**config.mk**
```make
export PLATFORM = sky130hd
export DESIGN_NAME = uart_tx_buf_hs_flat
export DESIGN_NICKNAME = d
export VERILOG_FILES = /design/src/rtl/uart_tx_buf_hs_if.sv /design/src/rtl/uart_tx_buf_hs.sv /design/src/flat_wrapper.sv
export SDC_FILE = /design/constraint.sdc
export NUM_CORES = 1
export LEC_CHECK = 0
export CAP_MARGIN = 20
export CORE_MARGIN = 3
export CORE_UTILIZATION = 35
export DETAILED_ROUTE_END_ITERATION = 8
export PLACE_DENSITY_LB_ADDON = 0.2
export SLEW_MARGIN = 20
export SYNTH_ARGS = -nofsm -noshare
export SYNTH_HDL_FRONTEND = slang
export SYNTH_SLANG_ARGS = --single-unit
```
**constraint.sdc**
```tcl
create_clock -name sys_clk -period 4 [get_ports sys_clk]
set_input_delay 0.6 -clock sys_clk [delete_from_list [all_inputs] [get_ports sys_clk]]
set_output_delay 0.6 -clock sys_clk [all_outputs]
set_load 0.01 [all_outputs]
```
**src/rtl/uart_tx_buf_hs_if.sv**
```systemverilog
// Host-side bus of the buffered UART transmitter: write strobe, status, serial line.
// Latency: none; bundle of wires only.
// Backpressure: host must watch tx_full; writes while full are dropped and flagged.
interface uart_tx_buf_hs_if #(
  parameter int FIFO_AW = 4
);
  logic             tx_wr;
  logic [7:0]       tx_data;
  logic             tx_ovf_clr;
  logic             tx_full;
  logic [FIFO_AW:0] tx_count;
  logic             tx_busy;
  logic             tx_overflow;
  logic             uart_txd;

  // Host / CPU side
  modport master (
    output tx_wr, tx_data, tx_ovf_clr,
    input  tx_full, tx_count, tx_busy, tx_overflow, uart_txd
  );

  // Transmitter side
  modport slave (
    input  tx_wr, tx_data, tx_ovf_clr,
    output tx_full, tx_count, tx_busy, tx_overflow, uart_txd
  );
endinterface

```
**src/rtl/uart_tx_buf_hs.sv**
```systemverilog
// Buffered 8N1 UART transmitter, LSB first, BPS_CNT clocks per bit, frames sent back-to-back.
// Latency: byte written into an empty FIFO with the engine idle starts its start bit one clock later.
// Backpressure: none towards host beyond tx_full; writes while full are dropped and set tx_overflow.
module uart_tx_buf_hs #(
  parameter int BPS_CNT = 25,
  parameter int FIFO_AW = 4
) (
  input  logic            sys_clk,
  input  logic            sys_rst_n,
  uart_tx_buf_hs_if.slave bus
);

  typedef enum logic [1:0] {
    IDLE  = 2'd0,
    START = 2'd1,
    DATA  = 2'd2,
    STOP  = 2'd3
  } state_e;

  localparam logic [FIFO_AW:0] DEPTH    = {1'b1, {FIFO_AW{1'b0}}};
  localparam logic [7:0]       BIT_LAST = 8'(BPS_CNT - 1);

  // FIFO storage; contents are don't-care after reset since pointers restart
  logic [7:0]         mem_q [2**FIFO_AW];
  logic [FIFO_AW-1:0] wr_ptr_q, wr_ptr_d;
  logic [FIFO_AW-1:0] rd_ptr_q, rd_ptr_d;
  logic [FIFO_AW:0]   count_q, count_d;
  logic               ovf_q, ovf_d;

  state_e             state_q, state_d;
  logic [7:0]         bit_cnt_q, bit_cnt_d;
  logic [2:0]         bit_idx_q, bit_idx_d;
  logic [7:0]         shift_q, shift_d;
  logic               txd_q, txd_d;

  logic               full;
  logic               wr_acc;
  logic               wr_drop;
  logic               pop;
  logic               bit_end;
  logic               have_data;

  // Next-state for FIFO bookkeeping and the serialiser; full is judged on registered count
  always_comb begin
    full      = (count_q == DEPTH);
    wr_acc    = bus.tx_wr && !full;
    wr_drop   = bus.tx_wr && full;
    bit_end   = (bit_cnt_q == BIT_LAST);
    have_data = (count_q != '0);

    pop       = 1'b0;
    state_d   = state_q;
    bit_cnt_d = bit_cnt_q;
    bit_idx_d = bit_idx_q;
    shift_d   = shift_q;

    case (state_q)
      IDLE: begin
        if (have_data) begin
          pop       = 1'b1;
          shift_d   = mem_q[rd_ptr_q];
          state_d   = START;
          bit_cnt_d = '0;
        end
      end
      START: begin
        if (bit_end) begin
          state_d   = DATA;
          bit_idx_d = '0;
          bit_cnt_d = '0;
        end else begin
          bit_cnt_d = bit_cnt_q + 8'd1;
        end
      end
      DATA: begin
        if (bit_end) begin
          bit_cnt_d = '0;
          if (bit_idx_q == 3'd7) begin
            state_d = STOP;
          end else begin
            bit_idx_d = bit_idx_q + 3'd1;
          end
        end else begin
          bit_cnt_d = bit_cnt_q + 8'd1;
        end
      end
      STOP: begin
        if (bit_end) begin
          bit_cnt_d = '0;
          // Chain straight into the next start bit so queued frames have no idle gap
          if (have_data) begin
            pop     = 1'b1;
            shift_d = mem_q[rd_ptr_q];
            state_d = START;
          end else begin
            state_d = IDLE;
          end
        end else begin
          bit_cnt_d = bit_cnt_q + 8'd1;
        end
      end
      default: begin
        state_d = IDLE;
      end
    endcase

    // Line level is registered and derived from where the engine will be next cycle
    case (state_d)
      START:   txd_d = 1'b0;
      DATA:    txd_d = shift_d[bit_idx_d];
      default: txd_d = 1'b1;
    endcase

    wr_ptr_d = wr_ptr_q;
    rd_ptr_d = rd_ptr_q;
    if (wr_acc) wr_ptr_d = wr_ptr_q + 1'b1;
    if (pop)    rd_ptr_d = rd_ptr_q + 1'b1;

    count_d = count_q;
    if (wr_acc && !pop) count_d = count_q + 1'b1;
    if (!wr_acc && pop) count_d = count_q - 1'b1;

    // A dropped write outranks a clear in the same cycle
    ovf_d = ovf_q;
    if (wr_drop)             ovf_d = 1'b1;
    else if (bus.tx_ovf_clr) ovf_d = 1'b0;
  end

  // State, pointer and line registers
  always_ff @(posedge sys_clk or negedge sys_rst_n) begin
    if (!sys_rst_n) begin
      state_q   <= IDLE;
      bit_cnt_q <= '0;
      bit_idx_q <= '0;
      shift_q   <= '0;
      txd_q     <= 1'b1;
      wr_ptr_q  <= '0;
      rd_ptr_q  <= '0;
      count_q   <= '0;
      ovf_q     <= 1'b0;
    end else begin
      state_q   <= state_d;
      bit_cnt_q <= bit_cnt_d;
      bit_idx_q <= bit_idx_d;
      shift_q   <= shift_d;
      txd_q     <= txd_d;
      wr_ptr_q  <= wr_ptr_d;
      rd_ptr_q  <= rd_ptr_d;
      count_q   <= count_d;
      ovf_q     <= ovf_d;
    end
  end

  // FIFO storage write port
  always_ff @(posedge sys_clk) begin
    if (wr_acc) begin
      mem_q[wr_ptr_q] <= bus.tx_data;
    end
  end

  assign bus.tx_full     = full;
  assign bus.tx_count    = count_q;
  assign bus.tx_busy     = have_data || (state_q != IDLE);
  assign bus.tx_overflow = ovf_q;
  assign bus.uart_txd    = txd_q;

endmodule
```
**src/flat_wrapper.sv**
```systemverilog
// flat-port wrapper written by rule: the top's interface ports become plain ports
module uart_tx_buf_hs_flat 
#(
  parameter int BPS_CNT = 25,
  parameter int FIFO_AW = 4
)
  (sys_clk, sys_rst_n, bus_tx_wr, bus_tx_data, bus_tx_ovf_clr, bus_tx_full, bus_tx_count, bus_tx_busy, bus_tx_overflow, bus_uart_txd);
  uart_tx_buf_hs_if #(.FIFO_AW(FIFO_AW)) bus_i ();
  input  logic sys_clk;
  input  logic sys_rst_n;
  input wire logic [$bits(bus_i.tx_wr)-1:0] bus_tx_wr;
  input wire logic [$bits(bus_i.tx_data)-1:0] bus_tx_data;
  input wire logic [$bits(bus_i.tx_ovf_clr)-1:0] bus_tx_ovf_clr;
  output wire logic [$bits(bus_i.tx_full)-1:0] bus_tx_full;
  output wire logic [$bits(bus_i.tx_count)-1:0] bus_tx_count;
  output wire logic [$bits(bus_i.tx_busy)-1:0] bus_tx_busy;
  output wire logic [$bits(bus_i.tx_overflow)-1:0] bus_tx_overflow;
  output wire logic [$bits(bus_i.uart_txd)-1:0] bus_uart_txd;
  assign bus_i.tx_wr = bus_tx_wr;
  assign bus_i.tx_data = bus_tx_data;
  assign bus_i.tx_ovf_clr = bus_tx_ovf_clr;
  assign bus_tx_full = bus_i.tx_full;
  assign bus_tx_count = bus_i.tx_count;
  assign bus_tx_busy = bus_i.tx_busy;
  assign bus_tx_overflow = bus_i.tx_overflow;
  assign bus_uart_txd = bus_i.uart_txd;
  uart_tx_buf_hs #(.BPS_CNT(BPS_CNT), .FIFO_AW(FIFO_AW)) u_core (.sys_clk(sys_clk), .sys_rst_n(sys_rst_n), .bus(bus_i));
endmodule
```
==> out/qor.txt <==
Outcome -> finished clean
Post_cts resized -> 0
RSZ-0062 raised after global routing -> false
Synth Net Count -> 494
Diode count -> 0
Delay-heaviest family, CP -> buffers and inverters
WS Path Type -> reg -> out
Worst skew pair latency -> 0.42 ns
Final worst path period share -> 76.51%
Multi-input logic area -> 2182 µm²
Peak Freq -> 326.8 MHz
Worst setup SP type -> flop
Grt total ovfl -> 0
Initial antenna violation count -> 0
Seq/Total Area, Yosys -> 66.73%
FF-to-FF path depth -> 12
Simple-gate share of the synthesized area -> 7.196%
Drt first pass iters -> 4
Leading cell type in the layout, fill and taps excluded -> edfxtp_1
Reg2reg end -> u_core.bus.tx_count[4]
Global-route wire length before repair -> 24610 µm
Via count -> 4016
Residual DRC count -> 0
Synthesis-stage register bit count -> 164
Core area -> 19720 µm²
Worst Tran Pin Value -> 0.9648 ns
VDD IR max -> 0.3337 mV
Synth Area in Compound Gates -> 8.128%
Die area -> 22070 µm²
Die width -> 148.5 µm
Vias in the first global route -> 4152
FF-to-FF setup slack -> 1.13 ns
CTS tree -> built
Cts hold-fix bufs -> 0
Share of post-route cells with drive strength above 1 -> 17.76%
Initial DRC Count -> 223
Htree depth -> 4
Design area -> 8250 µm²
Fin. Hold Viols -> 0
Clock power share -> 28.0%
Crit path largest cell delay -> 0.50 ns
WP data arrival -> 2.46 ns
Die height -> 148.5 µm
Int Power -> 3762 µW
WL final -> 15380 µm
Post-CTS setup buffers -> 0
Fin Setup TNS -> 0 ns
Largest family of logic cells by synthesized area -> multiplexers
Commonest cells after routing, fill and taps aside -> edfxtp_1 (128), nor2_1 (34), dfrtp_1 (34)
Max-cap violation count -> 0
Hold Path Class -> in -> async
CP Capture Type -> output port
Dpl cell area -> 7677 µm²
DP Wirelength -> 10110 µm
Vias per inst -> 5.129
Final setup vio count -> 0
Post-Synthesis Mean Instance Area -> 15.23 µm²
Post-Synth Adder-Cell Area -> 2.639%
Post-synth top flop -> edfxtp_1
Initial Utilization -> 36.07%
Required @ worst endpoint -> 3.40 ns
Port-buffer cells -> 20
Post-Synth XOR/XNOR Area -> 1.970%
Critical path's most frequent cell -> inv_1
Critical-path top delay cell -> clkdlybuf4s50_1
Largest driver fanout on the critical path -> 7
Sequence of cells on the critical path -> inv_1 -> ha_1 -> inv_1 -> nor3_4 -> inv_1 -> clkdlybuf4s50_1
Wirelength per Cell -> 19.64 µm
Synth async-reset ratio -> 21.95%
Longest Clk Path Bufs -> 2
WP buf/inv -> 4
Reg area -> 4747 µm²
RePlAce Congestion -> 0.8206
Proportion of synthesized area in mux cells -> 10.68%
RR Startpoint -> u_core.bus.tx_count[0]
Post-Syn Area -> 7112 µm²
Pins Over Slew Limit -> 0
Row count -> 51
PnR worst setup slack -> 0.9396 ns
Nets -> 532
Slew headroom -> 35.44%
Clk root buf -> clkbuf_16
Sw Pwr -> 1938 µW
Detail Route Antenna Nets -> 0
Worst slack, placed -> 1.130 ns
Area Overhead vs Synth -> 16.01%
Count of cell types in the netlist -> 61
Sink Count -> 164
Comb pwr share -> 29.8%
Net Sw Frac -> 34.00%
IO Pins -> 21
Skew final -> 0.008323 ns
# fillers -> 1789
Mapped Cells -> 467
Flop pwr share -> 42.2%
Post-synth EDFFs -> 128
Leak -> 0.002961 µW
Syn. warnings -> 0
Minimum clock period -> 3.060 ns
Reg clk slew, reported paths -> 0.07 ns
CTS Buf Count -> 17
Gr usage total -> 14.83%
P per Cell Area -> 690.9 nW/µm²
Largest net degree at the start of global routing -> 37
-- sequential cells by signal (all words and copies together), names as in the netlist --
signal,count
u_core.bus.uart_txd,1
u_core.bus.tx_overflow,1
u_core.bit_cnt_q,8
u_core.rd_ptr_q,4
u_core.mem_q,128
u_core.shift_q,8
u_core.state_q,2
u_core.bus.tx_count,5
u_core.bit_idx_q,3
u_core.wr_ptr_q,4
-- per-layer routing --
layer	vias to the layer above	track usage, %	share of wire (%)
met5	-	0	0
met2	69	23.64	49
met1	2049	20.44	45
met4	0	4.942	1.7
li1	1881	-	-
met3	17	3.047	3.7
-- metrics by stage --
step                      utilization, %  total power [µW]  hold WS (ns)  instances
after floorplan                        -              3601        0.3044        467
after global routing               41.84              6040        0.3497        783
final                              41.84              5700        0.2899        783
after detailed placement           38.94              4155        0.4648        751
after global placement             38.94              4134        0.4481        751
after CTS                          41.84              5767        0.3123        783
-- worst reg2reg max path, stage by stage, from the launching register on --
cell	delay, ns
dfrtp_1	0.46
or4_4	0.62
nor2_1	0.19
nor3_2	0.05
buf_4	0.20
ha_1	0.26
xor2_1	0.15
ha_1	0.21
nand3_1	0.08
o21ai_0	0.08
a222oi_1	0.22
nor2_1	0.08
xor2_1	0.14
-- worst max-delay path by stage --
| stage | startpoint | endpoint | slack [ns] | cells after the start |
|---|---|---|---|---|
| after floorplan | u_core.bus.tx_count[1] | u_core.bus.tx_count[4] | 1.20 | 13 |
| after global placement | bus_tx_wr | u_core.bus.tx_count[4] | 1.14 | 11 |
| after detailed placement | u_core.bus.tx_count[0] | u_core.bus.tx_count[4] | 1.13 | 12 |
| after CTS | u_core.state_q[0] | bus_tx_busy | 0.90 | 6 |
| after global routing | u_core.state_q[0] | bus_tx_busy | 0.73 | 6 |
| final | u_core.state_q[0] | bus_tx_busy | 0.94 | 6 |
-- cell families after synthesis --
| logic type | count (synthesis) |
|---|---|
| mux | 49 |
| fa+ha+maj | 15 |
| buf+inv | 41 |
| compound gates | 79 |
| flops | 164 |
| simple gates | 103 |
| xor+xnor | 16 |
-- power by group through the flow --
stage / logic, µW / clock network (µW) / registers [µW]
final: 1700 / 1600 / 2400
after global routing: 1880 / 1720 / 2450
after CTS: 1720 / 1640 / 2410
after detailed placement: 1720 / 0 / 2440
after global placement: 1700 / 0 / 2430
after floorplan: 1360 / 0 / 2240
-- cell type report --
type,instances,area share (%)
clock buffer,18,5.202
clock inverter,14,1.744
inverter,21,0.9554
multi-input combinational,262,26.45
sequential,164,57.54
tap,265,4.019
timing repair buffer,39,4.095
-- synthesized netlist by cell type (all sizes together) (4+ instances only) --
cell type / count / area, µm²
xor2: 7 / 61.31
buf: 15 / 91.33
a221o: 5 / 50.05
dfrtp: 35 / 875.8
inv: 20 / 75.07
o22ai: 4 / 25.02
mux2i: 23 / 230.2
a22o: 8 / 70.07
xnor2: 9 / 78.83
nand2: 28 / 105.1
clkbuf: 5 / 18.77
ha: 15 / 187.7
o21ai: 23 / 118.9
nor3: 8 / 61.31
nor2: 34 / 127.6
edfxtp: 128 / 3844
nand3: 11 / 55.05
a21oi: 5 / 25.02
o211ai: 6 / 45.04
mux2: 5 / 56.30
mux4: 21 / 473.0
Power figures use the tool's default switching activity.
==> RTL edit 1 (same flow settings) <==
Encoding of `state_e`: now one-hot (4 bits for 4 states).
--- a/src/rtl/uart_tx_buf_hs.sv
+++ b/src/rtl/uart_tx_buf_hs.sv
@@ -10,11 +10,11 @@
   uart_tx_buf_hs_if.slave bus
 );
 
-  typedef enum logic [1:0] {
-    IDLE  = 2'd0,
-    START = 2'd1,
-    DATA  = 2'd2,
-    STOP  = 2'd3
+  typedef enum logic [3:0] {
+    IDLE  = 4'b0001,
+    START = 4'b0010,
+    DATA  = 4'b0100,
+    STOP  = 4'b1000
   } state_e;
 
   localparam logic [FIFO_AW:0] DEPTH    = {1'b1, {FIFO_AW{1'b0}}};
Formal check against the unedited RTL: same outputs for any inputs over 10 cycles, from zero or initial values and one cycle with sys_rst_n low; not proved beyond that.
==> RTL edit 1 against the unedited design <==
  * Area after synthesis is 1.3% lower
  * Design area is 0.93% lower
  * Power is 1.2% higher
  * Clock skew is 0.0029 ns higher
  * Clock power is 3% higher
  * First-iteration DRC count is 1.8% lower
  * Setup slack worse by 0.29 ns
  * Cell count is 6.0% lower
  * Maximum frequency is 8.5% lower
  * Sequential power is 2% higher
  * Routed wire length is 12% lower
  * Sequential cell count is 2 higher
  * Die area is 1.2% lower
==> RTL edit 1: results (changes against the unedited design) <==
post-synthesis mux area share 0.137 (was 0.107); post-DP HPWL 9110 um (was 10100 um); largest net degree at the start of global routing 39 (was 37); Clk power 1.65 mW (was 1.60 mW); Synth Area in Compound Gates 0.0508 (was 0.0813); Post-synth ARST share 0.229 (was 0.220); Synth Area in XOR/XNOR 0.0150 (was 0.0197); post-synthesis adder-cell area fraction 0.0196 (was 0.0264); hold slack 0.277 ns (was 0.290 ns); initial DRC count 219 (was 223); Worst path top cell family by delay simple AND/OR/NAND/NOR gates (was buffers and inverters); sequential element share of the synthesized area 0.683 (was 0.667); share of cells above drive strength 1 0.210 (was 0.178); unique cell type count in the Yosys netlist 50 (was 61); top cells by count, synth edfxtp_1 (128), dfrtp_1 (36), mux4_2 (36) (was edfxtp_1 (128), dfrtp_1 (35), nor2_1 (34)); main area contributors after synthesis edfxtp_1 (55%), dfrtp_1 (13%), mux4_2 (12%) (was edfxtp_1 (54%), dfrtp_1 (12%), mux4_2 (6.7%)); CP Max Fanout 9 (was 7); # port buffers 20 (unchanged); Tot GR Track Use 0.135 (was 0.148); vias 3771 (was 4016); Routability Congestion 0.753 (was 0.821); Peak VDD IR 0.376 mV (was 0.334 mV); Slowest cell on crit path or4b_1 (was clkdlybuf4s50_1); placed insts 704 (was 751); Slew headroom 0.383 (was 0.354); Synth Instances 427 (was 467); Layout Nets 481 (was 532); minimum clock period 3.35 ns (was 3.06 ns); Net Sw Frac 0.322 (was 0.340); Worst R2R Path Depth 15 (was 12); Cell Count, Final, Fillers Out 736 (was 783); kind of critical path register to register (was register to output port); dpl cell area 7570 um2 (was 7680 um2); Combinational Power Share 0.290 (was 0.298); CP arrival 3.66 ns (was 2.46 ns); flop-to-flop setup slack 0.65 ns (was 1.13 ns); first-pass GRT wire length 22200 um (was 24600 um); LEAKAGE 2.86 nW (was 2.96 nW); vias in the first global route 3919 (was 4152); Crit Reg-Reg Endpoint u_core.bus.tx_count[4] (unchanged); worst reg2reg startpoint u_core.bit_cnt_q[0] (was u_core.bus.tx_count[0]); clock skew 0.0112 ns (was 0.00832 ns); dpl ws 0.682 ns (was 1.13 ns); status complete, no violations (unchanged); PostCTS Resize Cnt 0 (unchanged); Mapped Nets 450 (was 494); Total Wirelength 13500 um (was 15400 um); internal power 3.91 mW (was 3.76 mW)
==> RTL edit 1: changes by cell type after synthesis, moves of 6 or more <==
cell,before,now
a22o_1,8,1
o21ai_0,21,15
nor2_1,34,26
clkbuf_1,5,15
mux2i_1,23,3
buf_2,10,2
inv_1,19,10
nand2_1,28,21
nor2b_1,3,13
mux4_2,21,36
o211ai_1,6,0
==> RTL edit 1: area by class of cell <==
type	instances	area [um2]
fill	1778	11400
sequential	166	4800
multi-input combinational	229	2090
clock buffer	17	425
tap	265	332
timing repair buffer	33	305
clock inverter	15	180
inverter	11	41.3
==> RTL edit 1: metal layers <==
| metal | vias to the layer above | GRT usage | part of all wire |
|---|---|---|---|
| met5 | - | 0 | 0 |
| met4 | 0 | 0.0461 | 0.010 |
| met3 | 11 | 0.0297 | 0.036 |
| met2 | 69 | 0.211 | 0.48 |
| met1 | 1965 | 0.188 | 0.47 |
| li1 | 1726 | - | - |
==> RTL edit 2 (same flow settings) <==
Made on the original files. `FIFO_AW` is set to 4 in 3 places; all go to 5.
--- a/src/rtl/uart_tx_buf_hs_if.sv
+++ b/src/rtl/uart_tx_buf_hs_if.sv
@@ -2,7 +2,7 @@
 // Latency: none; bundle of wires only.
 // Backpressure: host must watch tx_full; writes while full are dropped and flagged.
 interface uart_tx_buf_hs_if #(
-  parameter int FIFO_AW = 4
+  parameter int FIFO_AW = 5
 );
   logic             tx_wr;
   logic [7:0]       tx_data;
--- a/src/rtl/uart_tx_buf_hs.sv
+++ b/src/rtl/uart_tx_buf_hs.sv
@@ -3,7 +3,7 @@
 // Backpressure: none towards host beyond tx_full; writes while full are dropped and set tx_overflow.
 module uart_tx_buf_hs #(
   parameter int BPS_CNT = 25,
-  parameter int FIFO_AW = 4
+  parameter int FIFO_AW = 5
 ) (
   input  logic            sys_clk,
   input  logic            sys_rst_n,
--- a/src/flat_wrapper.sv
+++ b/src/flat_wrapper.sv
@@ -2,7 +2,7 @@
 module uart_tx_buf_hs_flat 
 #(
   parameter int BPS_CNT = 25,
-  parameter int FIFO_AW = 4
+  parameter int FIFO_AW = 5
 )
   (sys_clk, sys_rst_n, bus_tx_wr, bus_tx_data, bus_tx_ovf_clr, bus_tx_full, bus_tx_count, bus_tx_busy, bus_tx_overflow, bus_uart_txd);
   uart_tx_buf_hs_if #(.FIFO_AW(FIFO_AW)) bus_i ();
Interface: changed (resized bus_tx_count); port bits go from 21 to 22. The function was not compared with the original's and may differ.
==> RTL edit 2 against the unedited design <==
  * Routed wire length up 83%
  * Power grew 30%
  * Area after synthesis up 72%
  * First-iteration DRC count grew to 2.8 times the old value
  * Sequential cell count increased by 131
  * Cell count grew 58%
  * Setup slack worse by 0.56 ns
  * Combinational power down 64%
  * Largest cell class unchanged
  * Largest power group unchanged
  * Design area up 71%
==> RTL edit 2: results (changes against the unedited design) <==
status complete, no violations (unchanged); CTS Buf Count 31 (was 17); vias per cell 5.42 (was 5.13); Total Wirelength 28200 um (was 15400 um); Power Density 524 nW/um2 (was 691 nW/um2); Post CTS Setup Buffer Count 0 (unchanged); Layout Nets 790 (was 532); Mapped Avg Cell Area 16.9 um2 (was 15.2 um2); Crit Reg-Reg Endpoint u_core.bus.tx_count[5] (was u_core.bus.tx_count[4]); # port buffers 21 (was 20); flop-to-flop setup slack 0.38 ns (was 1.13 ns); internal power 5.61 mW (was 3.76 mW); first-pass GRT wire length 43200 um (was 24600 um); WL met2 13900 um (was 7580 um); Slowest cell on crit path or4_4 (was clkdlybuf4s50_1); non-clk buf share 0.0266 (was 0.0409); post-DP HPWL 17600 um (was 10100 um); Worst path top cell family by delay simple AND/OR/NAND/NOR gates (was buffers and inverters); DR WL met3 1370 um (was 573 um); Mapped Nets 752 (was 494); clock insertion delay at the later pin of the skew report 0.57 ns (was 0.42 ns); multi-input combinational area share 0.236 (was 0.264); Cell Count, Final, Fillers Out 1236 (was 783); Non-clock buffers 41 (was 39); Worst Hold Class input port to asynchronous set/reset pin (unchanged); Seq cells post-synth 295 (was 164); sequential element share of the synthesized area 0.707 (was 0.667); clock skew 0.0138 ns (was 0.00832 ns); number of clock buffers in the layout 32 (was 18); # fillers 3098 (was 1789); Clk pwr share 0.414 (was 0.280); Clock Path Buffers 3 (was 2); CP Max Fanout 9 (was 7); CP arrival 4.11 ns (was 2.46 ns); top routing layer in use met5 (was met4); Combinational Power Share 0.082 (was 0.298); inverters 18 (was 21); Post-synth ARST share 0.132 (was 0.220); Tot GR Track Use 0.154 (was 0.148); hold slack 0.182 ns (was 0.290 ns); ClkCell Share 0.0778 (was 0.0695); Clock H-tree levels 1 (was 4); Routability Congestion 0.789 (was 0.821); LEAKAGE 4.73 nW (was 2.96 nW); met1 WL 12500 um (was 6960 um); antenna violations before repair 1 (was 0); top cells by count, synth edfxtp_1 (256), nor2_1 (52), mux2i_1 (44), mux4_2 (44), dfrtp_1 (38) (was edfxtp_1 (128), dfrtp_1 (35), nor2_1 (34)); Multi-input comb cells 376 (was 262); worst slew pin tran 0.981 ns (was 0.965 ns); Clock Pin Slew Worst Setup and Hold Paths 0.07 ns (about the same); vias in the first global route 6897 (was 4152); initial DRC count 629 (was 223); Peak VDD IR 0.321 mV (was 0.334 mV); Reg area 8670 um2 (was 4750 um2); CP peak stage delay 0.61 ns (was 0.50 ns); worst reg2reg startpoint u_core.bus.tx_count[3] (was u_core.bus.tx_count[0])
==> RTL edit 2: changes by cell type after synthesis, sizes merged, moves of 6 or more <==
cell    delta
edfxtp   +128
and2       +6
o21ai      +6
o221ai     +9
a21oi     +14
a221oi     +6
mux4      +23
nor2      +18
clkbuf    +13
o211ai     -6
mux2i     +21
==> RTL edit 2: per-layer routing <==
metal,vias up,global-route usage
met2,188,0.260
met1,3522,0.217
met4,2,0.0248
met3,28,0.0253
met5,-,0
li1,2963,-
==> RTL edit 2: cells by family after synthesis <==
family	count (synthesis)	share of synthesized area
simple gates	134	0.0549
xor+xnor	16	0.0114
flops	295	0.707
compound gates	121	0.0705
fa+ha+maj	15	0.0153
buf+inv	54	0.0224
mux	90	0.119
==> RTL edit 2: worst max-delay path by stage <==
stage	cells after the start	startpoint	to	slack, ns
after global placement	12	u_core.bus.tx_count[3]	u_core.bus.tx_count[4]	0.59
after detailed placement	12	u_core.bus.tx_count[3]	u_core.bus.tx_count[5]	0.43
after global routing	12	u_core.bus.tx_count[3]	u_core.bus.tx_count[5]	0.11
after floorplan	15	u_core.bus.tx_count[1]	u_core.bus.tx_count[5]	0.81
final	12	u_core.bus.tx_count[3]	u_core.bus.tx_count[5]	0.38
after CTS	12	u_core.bus.tx_count[3]	u_core.bus.tx_count[5]	0.41
==> RTL edit 2: through the flow <==
| step | cell area (um2) | worst slack [ns] | util |
|---|---|---|---|
| after floorplan | 12300 | 0.811 | - |
| final | 14100 | 0.382 | 0.414 |
| after detailed placement | 13000 | 0.432 | 0.382 |
| after global placement | 13000 | 0.591 | 0.382 |
| after global routing | 14100 | 0.108 | 0.414 |
| after CTS | 14100 | 0.407 | 0.414 |
